<file path="src/rtl/page_walker.sv">
// page_walker: round-robin multi-port Sv39/Sv48 page-table walker with a single-entry translation cache.
// Serves one request at a time; mem_req_addr is held steady for the whole FETCH cycle.
module page_walker #(
    parameter int NPORTS = 2,
    parameter int LEVELS = 4
) (
    input  logic                   clk,
    input  logic                   reset,
    input  logic [NPORTS-1:0]      req_valid,
    input  logic [NPORTS*64-1:0]   req_addr,
    output logic [NPORTS-1:0]      resp_valid,
    output logic [63:0]            resp_addr,
    output logic [7:0]             resp_perms,
    output logic                   resp_fault,
    output logic                   mem_req_valid,
    output logic [63:0]            mem_req_addr,
    input  logic                   mem_resp_valid,
    input  logic [63:0]            mem_resp_data,
    input  logic [63:0]            root_pt_addr,
    input  logic                   flush,
    output logic                   busy
);
    localparam int VAW = 12 + 9 * LEVELS;
    localparam int TW  = 9 * LEVELS;
    localparam int PW  = NPORTS > 1 ? $clog2(NPORTS) : 1;

    typedef enum logic [1:0] {IDLE, FETCH, DONE} state_t;

    state_t          state, state_nx;
    logic [PW-1:0]   rr_ptr, port, grant;
    logic [PW:0]     idx;
    logic [63:0]     va, pt, pte, sel_va, base, lo_mask;
    logic [1:0]      level, cache_level;
    logic            fault, cache_valid, found, accept, canon, hit, is_ptr, bad, step, deliver;
    logic [TW-1:0]   cache_tag;
    logic [63:0]     cache_pte;
    logic [5:0]      sh;
    logic [43:0]     ppn_in;
    logic [63:0]     addrs [NPORTS];

    for (genvar i = 0; i < NPORTS; i++) begin : g_addr
        assign addrs[i] = req_addr[64*i +: 64];
    end

    // Round-robin: first requesting port at or after rr_ptr, wrapping.
    always_comb begin
        grant = '0;
        found = 1'b0;
        idx   = '0;
        for (int i = 0; i < NPORTS; i++) begin
            idx = {1'b0, rr_ptr} + (PW+1)'(i);
            if (idx >= (PW+1)'(NPORTS)) idx = idx - (PW+1)'(NPORTS);
            if (!found && req_valid[idx[PW-1:0]]) begin
                found = 1'b1;
                grant = idx[PW-1:0];
            end
        end
    end

    assign sel_va  = addrs[grant];
    assign accept  = state == IDLE && found && !flush;
    assign canon   = &sel_va[63:VAW-1] || ~|sel_va[63:VAW-1];
    assign hit     = cache_valid && cache_tag == sel_va[VAW-1:12];
    assign sh      = 6'd12 + 6'd9 * 6'(level);
    assign ppn_in  = mem_resp_data[53:10];
    assign is_ptr  = ~|mem_resp_data[3:1];
    // Invalid PTE, reserved W-without-R, pointer at the last level, or a misaligned superpage.
    assign bad     = !mem_resp_data[0] || (mem_resp_data[2] && !mem_resp_data[1]) ||
                     (is_ptr && level == 2'd0) ||
                     (!is_ptr && |(ppn_in & ((44'd1 << (sh - 6'd12)) - 44'd1)));
    assign step    = state == FETCH && mem_resp_valid && !flush;
    assign lo_mask = (64'd1 << sh) - 64'd1;
    assign base    = {8'b0, pte[53:10], 12'b0};
    assign deliver = state == DONE && req_valid[port] && addrs[port][63:12] == va[63:12];

    always_comb begin
        busy          = state != IDLE;
        mem_req_valid = state == FETCH;
        mem_req_addr  = state == FETCH ? {pt[63:12], 9'(va >> sh), 3'b000} : '0;
        resp_valid    = deliver ? NPORTS'(1) << port : '0;
        resp_fault    = deliver && fault;
        resp_perms    = deliver && !fault ? pte[7:0] : '0;
        resp_addr     = deliver && !fault ? ((base & ~lo_mask) | (va & lo_mask)) & ~64'hfff : '0;
        state_nx      = state == IDLE  ? (accept ? ((!canon || hit) ? DONE : FETCH) : IDLE) :
                        state == FETCH ? (flush ? IDLE : !mem_resp_valid ? FETCH :
                                          (bad || !is_ptr) ? DONE : FETCH) :
                        IDLE;
    end

    always_ff @(posedge clk or posedge reset) begin
        if (reset) begin
            state       <= IDLE;
            rr_ptr      <= '0;
            port        <= '0;
            va          <= '0;
            pt          <= '0;
            pte         <= '0;
            level       <= '0;
            fault       <= 1'b0;
            cache_valid <= 1'b0;
            cache_tag   <= '0;
            cache_pte   <= '0;
            cache_level <= '0;
        end else begin
            state <= state_nx;
            if (accept) begin
                port   <= grant;
                rr_ptr <= grant == PW'(NPORTS - 1) ? '0 : grant + 1'b1;
                va     <= sel_va;
                pt     <= root_pt_addr;
                fault  <= !canon;
                pte    <= canon && hit ? cache_pte : '0;
                level  <= canon && hit ? cache_level : 2'(LEVELS - 1);
            end
            if (step) begin
                if (bad) fault <= 1'b1;
                else if (is_ptr) begin
                    pt    <= {8'b0, mem_resp_data[53:10], 12'b0};
                    level <= level - 2'd1;
                end else begin
                    pte         <= mem_resp_data;
                    cache_valid <= 1'b1;
                    cache_tag   <= va[VAW-1:12];
                    cache_pte   <= mem_resp_data;
                    cache_level <= level;
                end
            end
            if (flush) cache_valid <= 1'b0;
        end
    end
endmodule

</file>
<file path="config.mk">
export PLATFORM = sky130hd
export DESIGN_NAME = page_walker
export DESIGN_NICKNAME = d
export VERILOG_FILES = /design/src/rtl/page_walker.sv
export SDC_FILE = /design/constraint.sdc
export NUM_CORES = 1
export LEC_CHECK = 0
export CORE_MARGIN = 4
export CORE_UTILIZATION = 35
export CTS_BUF_LIST = sky130_fd_sc_hd__clkbuf_4 sky130_fd_sc_hd__clkbuf_8 sky130_fd_sc_hd__clkbuf_16
export DETAILED_ROUTE_END_ITERATION = 6
export PLACE_DENSITY_LB_ADDON = 0.3
export SLEW_MARGIN = 20
export SYNTH_ARGS = -nofsm -noshare
export SYNTH_HDL_FRONTEND = slang
export SYNTH_SLANG_ARGS = --single-unit
</file>
<file path="constraint.sdc">
create_clock -name clk -period 8.19 [get_ports clk]
set_input_delay 1.638 -clock clk [delete_from_list [all_inputs] [get_ports clk]]
set_output_delay 1.638 -clock clk [all_outputs]
set_load 0.01 [all_outputs]
</file>
==> results of run 1 <==
[where the power goes]
part | internal (mW) | switching [mW] | leakage (nW) | total (mW)
Sequential | 1.39 | 0.202 | 3.29 | 1.59
Clock | 0.881 | 0.628 | 0.571 | 1.51
Combinational | 0.336 | 0.382 | 5.17 | 0.718
Total | 2.61 | 1.21 | 9.03 | 3.82
[metrics by stage]
stage | std cells | utilization | hold slack (ns)
floorplan | 1911 | - | 0.4401
global placement | 2747 | 0.4369 | 0.4524
detailed placement | 2747 | 0.4369 | 0.4621
CTS | 2809 | 0.4604 | 0.4752
global route | 2809 | 0.4604 | 0.4954
finish | 2809 | 0.4604 | 0.4839
[area by class of cell]
class / count / area share
inverter: 57 / 0.009945
clock buffer: 52 / 0.04698
clock inverter: 10 / 0.004172
timing repair buffer: 391 / 0.1756
sequential: 261 / 0.2984
multi-input combinational: 1423 / 0.4298
tap: 615 / 0.03515
[worst paths after layout]
path / from / to / cells after the start
min in group asynchronous: reset / pt[33] / 3
hold reg to reg: cache_pte[0] / cache_pte[0] / 1
setup reg to reg: level[1] / cache_tag[11] / 9
max in group asynchronous: reset / pt[50] / 4
setup / recovery: req_addr[32] / resp_addr[61] / 10
hold / removal: cache_pte[0] / cache_pte[0] / 1
[metal layers]
layer  track usage  vias up  wire [um]
met4       0.07242        0       1753
li1              -     7337          -
met3       0.05248      111       6344
met1        0.3598     8218      29300
met2        0.4023      828      31410
met5             0        -          0
[state kept, by name, indices dropped and copies added, names as in the netlist]
name,cells
va,59
cache_pte,52
pt,52
pte,52
cache_tag,36
cache_level,2
level,2
state,2
cache_valid,1
fault,1
port,1
rr_ptr,1
[Yosys cell counts (26+ instances only)]
cell type / count / share of area
o21ai_0: 57 / 0.017
a2bb2oi_1: 48 / 0.025
mux2_2: 77 / 0.052
nand4_1: 66 / 0.025
dfrtp_1: 261 / 0.39
nand2_1: 244 / 0.055
xnor2_1: 44 / 0.023
inv_1: 55 / 0.012
nor3b_1: 49 / 0.022
nor3_1: 26 / 0.0077
mux2i_1: 96 / 0.057
clkbuf_1: 114 / 0.025
a31oi_1: 101 / 0.038
a21oi_1: 80 / 0.024
and2_1: 53 / 0.020
nand3_1: 33 / 0.0098
buf_2: 29 / 0.0086
nor2_1: 182 / 0.041
[kinds of logic (layout without fill, tap and decap cells)]
family	Yosys count	in the layout	synth area share
AOI/OAI and AO/OA	387	387	0.1519
xor gates and xnor gates	65	65	0.03389
adders and majority gates	9	9	0.006705
buffers and inverters	227	510	0.05691
DFF	261	261	0.3889
muxes	198	198	0.1408
other	1	15	0.0002233
and+or+nand+nor	749	749	0.2207
==> impl_metrics.tcl, run 1 <==
set metrics [dict create \
    status "completed" \
    tns_ns 0 \
    rsz0062_at_grt "no" \
    multiInputGateArea_um2 9408 \
    clock_sinks 261 \
    path_cells "clkdlybuf4s50_1, mux2i_1, xnor2_1, nor4_1, nand4_1, nor3_1, nand4_1, buf_4, a211oi_1, clkdlybuf4s50_1" \
    htree_num_levels 2 \
    drive_gt1_frac 0.1016 \
    relSlewSlack 0.2845 \
    seq_area_um2 6533 \
    p_leak_nw 9.030 \
    viasPerCell 5.872 \
    placed_cell_area_um2 20770 \
    gp_congestion 0.9733 \
    clock_skew_ns 0.01575 \
    hold_class "flop to flop" \
    path_buf_inv 3 \
    ys_types 69 \
    cts_setup_buffers 0 \
    synthArstFlopShare 1.000 \
    cts-root-buf "clkbuf_16" \
    ys_seq_area_frac 0.3889 \
    grt_max_degree 155 \
    wl_per_cell_um 24.49 \
    synth_top_flop_cell "dfrtp_1" \
    num_vias 16490 \
    cts_tree "yes" \
    finalPower_mw 3.820 \
    chipHeight_um 227.1 \
    antenna_found_initial 3 \
    postRouteAntennaNets 0 \
    syn_inst 1897 \
    setup_violations 0 \
    peakVddDrop_v 0.0001123 \
    area_growth_pct 30.33 \
    cts_resized 0 \
    ys_seq_elements 261 \
    post-place-ws_ns 1.311 \
    ys_warn_count 0 \
    stdcell_area_um2 21890 \
    worst_ep_arrival_time_ns 5.37 \
    syn_avg_cell_area_um2 8.854 \
    rrSetupSlack_ns 3.59 \
    fin_crit_ns 7.011 \
    filler_cell_count 4530 \
    track_usage 0.2556 \
    core_area_um2 47550 \
    cp_max_fo 60 \
    numPortBuffers 353 \
    mostFrequentLayoutCells "clkdlybuf4s50_1 (353), dfrtp_1 (260), nand2_1 (244)" \
    ctsHoldBuffers 0 \
    num_rows 80 \
    required_ns 6.55 \
    start_util 0.3533 \
    die_width_um 227.1 \
    fmax_ghz 0.1426 \
    clk_latency_ns 0.56 \
    final_common_cell "clkdlybuf4s50_1" \
    start_kind "input port" \
    path_clk_slew_ns 0.05 \
    timing.final.hold_violations 0 \
    io_pins 403 \
    worstSetupEndpointType "primary output" \
    fin_crit_sh 0.8560 \
    diodes 0 \
    grt-ovfl-total 0 \
    synth_area_um2 16800 \
    crit_type "input port to primary output" \
    nets 2440 \
    power_density_nw_per_um2 174.5 \
    worst-slew-pin-transition_ns 1.065 \
    clockBufferDepth 3 \
    synth_edf_count 0 \
    cts_made_buffers 35 \
    slew_viol_final 0 \
    cpLargestDelayFamily "buffers and inverters" \
    critical_path.slowest_cell "clkdlybuf4s50_1" \
    slowest_delay_ns 0.66 \
    drc 0 \
    firstDrtPassIters 7 \
    drtIter0Drc 1779 \
    finalWorstSetupSlack_ns 1.179 \
    dp_hpwl_um 48890 \
    cap_violations 0 \
    grt_pass1_wl_um 100900 \
    die_area_um2 51560 \
    first_global_vias 15820 \
    totalWireLength_um 68800 \
]
No activity file was read; power rests on OpenSTA's default activity.
==> run 2: changes to the inputs <==
--- a/config.mk
+++ b/config.mk
@@ -10,6 +10,7 @@
 export CTS_BUF_LIST = sky130_fd_sc_hd__clkbuf_4 sky130_fd_sc_hd__clkbuf_8 sky130_fd_sc_hd__clkbuf_16
 export DETAILED_ROUTE_END_ITERATION = 6
 export PLACE_DENSITY_LB_ADDON = 0.3
+export SETUP_SLACK_MARGIN = 0.05
 export SLEW_MARGIN = 20
 export SYNTH_ARGS = -nofsm -noshare
 export SYNTH_HDL_FRONTEND = slang
==> results of run 2 <==
Final layout, timing and power as in run 1 (identical DEF).
==> run 3: changes to the inputs <==
--- a/config.mk
+++ b/config.mk
@@ -6,7 +6,7 @@
 export NUM_CORES = 1
 export LEC_CHECK = 0
 export CORE_MARGIN = 4
-export CORE_UTILIZATION = 35
+export CORE_UTILIZATION = 46
 export CTS_BUF_LIST = sky130_fd_sc_hd__clkbuf_4 sky130_fd_sc_hd__clkbuf_8 sky130_fd_sc_hd__clkbuf_16
 export DETAILED_ROUTE_END_ITERATION = 6
 export PLACE_DENSITY_LB_ADDON = 0.3
==> impl_metrics.tcl, run 3 (same netlist as run 1, synthesis figures left out) <==
set metrics [dict create \
    cts_setup_buffers 0 \
    slowest_delay_ns 0.62 \
    cap_violations 0 \
    fmax_ghz 0.1452 \
    stdcell_area_um2 21600 \
    track_usage 0.3133 \
    clock_sinks 261 \
    cts_made_buffers 31 \
    largest_reg_flops 59 \
    num_vias 16590 \
    grt_pass1_wl_um 97150 \
    hold_class "flop to flop" \
    fin_crit_sh 0.8411 \
    drtIter0Drc 1699 \
    rsz0062_at_grt "no" \
    chipHeight_um 199.1 \
    critical_path.slowest_cell "clkdlybuf4s50_1" \
    fin_crit_ns 6.889 \
    timing.hold.ws_ns 0.4756 \
    cts_tree "yes" \
    path_clk_slew_ns 0.06 \
    crit_type "input port to primary output" \
    cts_resized 0 \
    num_rows 69 \
    final_common_cell "clkdlybuf4s50_1" \
    grt-ovfl-total 0 \
    drc 0 \
    mostFrequentLayoutCells "clkdlybuf4s50_1 (353), dfrtp_1 (260), nand2_1 (244)" \
    utilization 0.6030 \
    power_density_nw_per_um2 173.1 \
    clk_latency_ns 0.58 \
    path_buf_inv 3 \
    gp_congestion 0.9189 \
    cts-root-buf "clkbuf_16" \
    firstDrtPassIters 6 \
    dp_hpwl_um 45100 \
    relSlewSlack 0.2957 \
    viasPerCell 6.273 \
    peakVddDrop_v 0.0001818 \
    nets 2429 \
    grt_max_degree 157 \
    io_pins 403 \
    wl_per_cell_um 24.42 \
    rrSetupSlack_ns 2.96 \
    status "completed" \
    numPortBuffers 353 \
    antenna_found_initial 0 \
    start_util 0.4688 \
    cp_max_fo 36 \
    regMostFlops "va" \
    setup_violations 0 \
    ctsHoldBuffers 0 \
    htree_num_levels 1 \
    die_area_um2 39630 \
    slew_viol_final 0 \
    clockBufferDepth 3 \
    die_width_um 199.1 \
    tns_ns 0 \
    first_global_vias 16130 \
    postRouteAntennaNets 0 \
    core_area_um2 35830 \
    worst-slew-pin-transition_ns 1.030 \
    cpLargestDelayFamily "buffers and inverters" \
    worst_ep_arrival_time_ns 5.25 \
    p_leak_nw 8.966 \
    timing.final.hold_violations 0 \
    required_ns 6.55 \
    path_cells "clkdlybuf4s50_1, mux2i_1, xnor2_1, nor4_1, nand4_1, nor3_1, nand4_1, buf_4, a211oi_1, clkdlybuf4s50_1" \
    placed_cell_area_um2 20520 \
    drive_gt1_frac 0.09624 \
    clock_skew_ns 0.009722 \
    totalWireLength_um 64600 \
    finalPower_mw 3.740 \
    start_kind "input port" \
    area_growth_pct 28.62 \
    worstSetupEndpointType "primary output" \
]
run 3: changes by cell type in the layout (fill, tap and decap cells not counted), moves of 3 or more:
cell       before  now
buf_4          36   28
bufinv_16       0    3
clkbuf_4       13    6
clkinv_2        6    9
clkbuf_16      35   31
run 3: path summary, 6_finish.rpt:
path | end | cells past startpoint | startpoint
min in group asynchronous | pt[26] | 3 | reset
max in group asynchronous | pt[61] | 4 | reset
setup reg to reg | cache_tag[28] | 10 | level[0]
hold reg to reg | cache_pte[0] | 1 | cache_pte[0]
hold / removal | cache_pte[0] | 1 | cache_pte[0]
setup / recovery | resp_addr[60] | 10 | req_addr[49]
run 3: metrics by stage:
step / setup WS (ns) / std cells
after floorplan: 2.819 / 1911
after global placement: 1.521 / 2585
after detailed placement: 1.517 / 2585
after CTS: 1.388 / 2642
after global routing: 1.325 / 2643
final: 1.301 / 2645
run 3: power breakdown:
part | internal [mW] | switching, mW | total, mW
clock network | 0.860 | 0.579 | 1.44
registers | 1.39 | 0.207 | 1.60
logic | 0.336 | 0.369 | 0.705
run 3: routing by layer:
metal / routed length [um] / GRT usage / share of wire / vias to the layer above
li1: - / - / - / 7326
met1: 25790 / 0.4306 / 0.40 / 8144
met5: 0 / 0 / 0 / -
met2: 28860 / 0.4849 / 0.45 / 956
met3: 7114 / 0.07368 / 0.11 / 167
met4: 2836 / 0.1185 / 0.044 / 0
run 3: layout make-up:
cell class	instances	area, um2
diodes	2	5.005
fillers	3083	14220
repair buffers	384	3811
inverters	57	217.7
well taps	461	576.8
multi-input cells	1423	9405
clock inverters	14	151.4
flip-flops and latches	261	6533
clock buffers	43	903.4
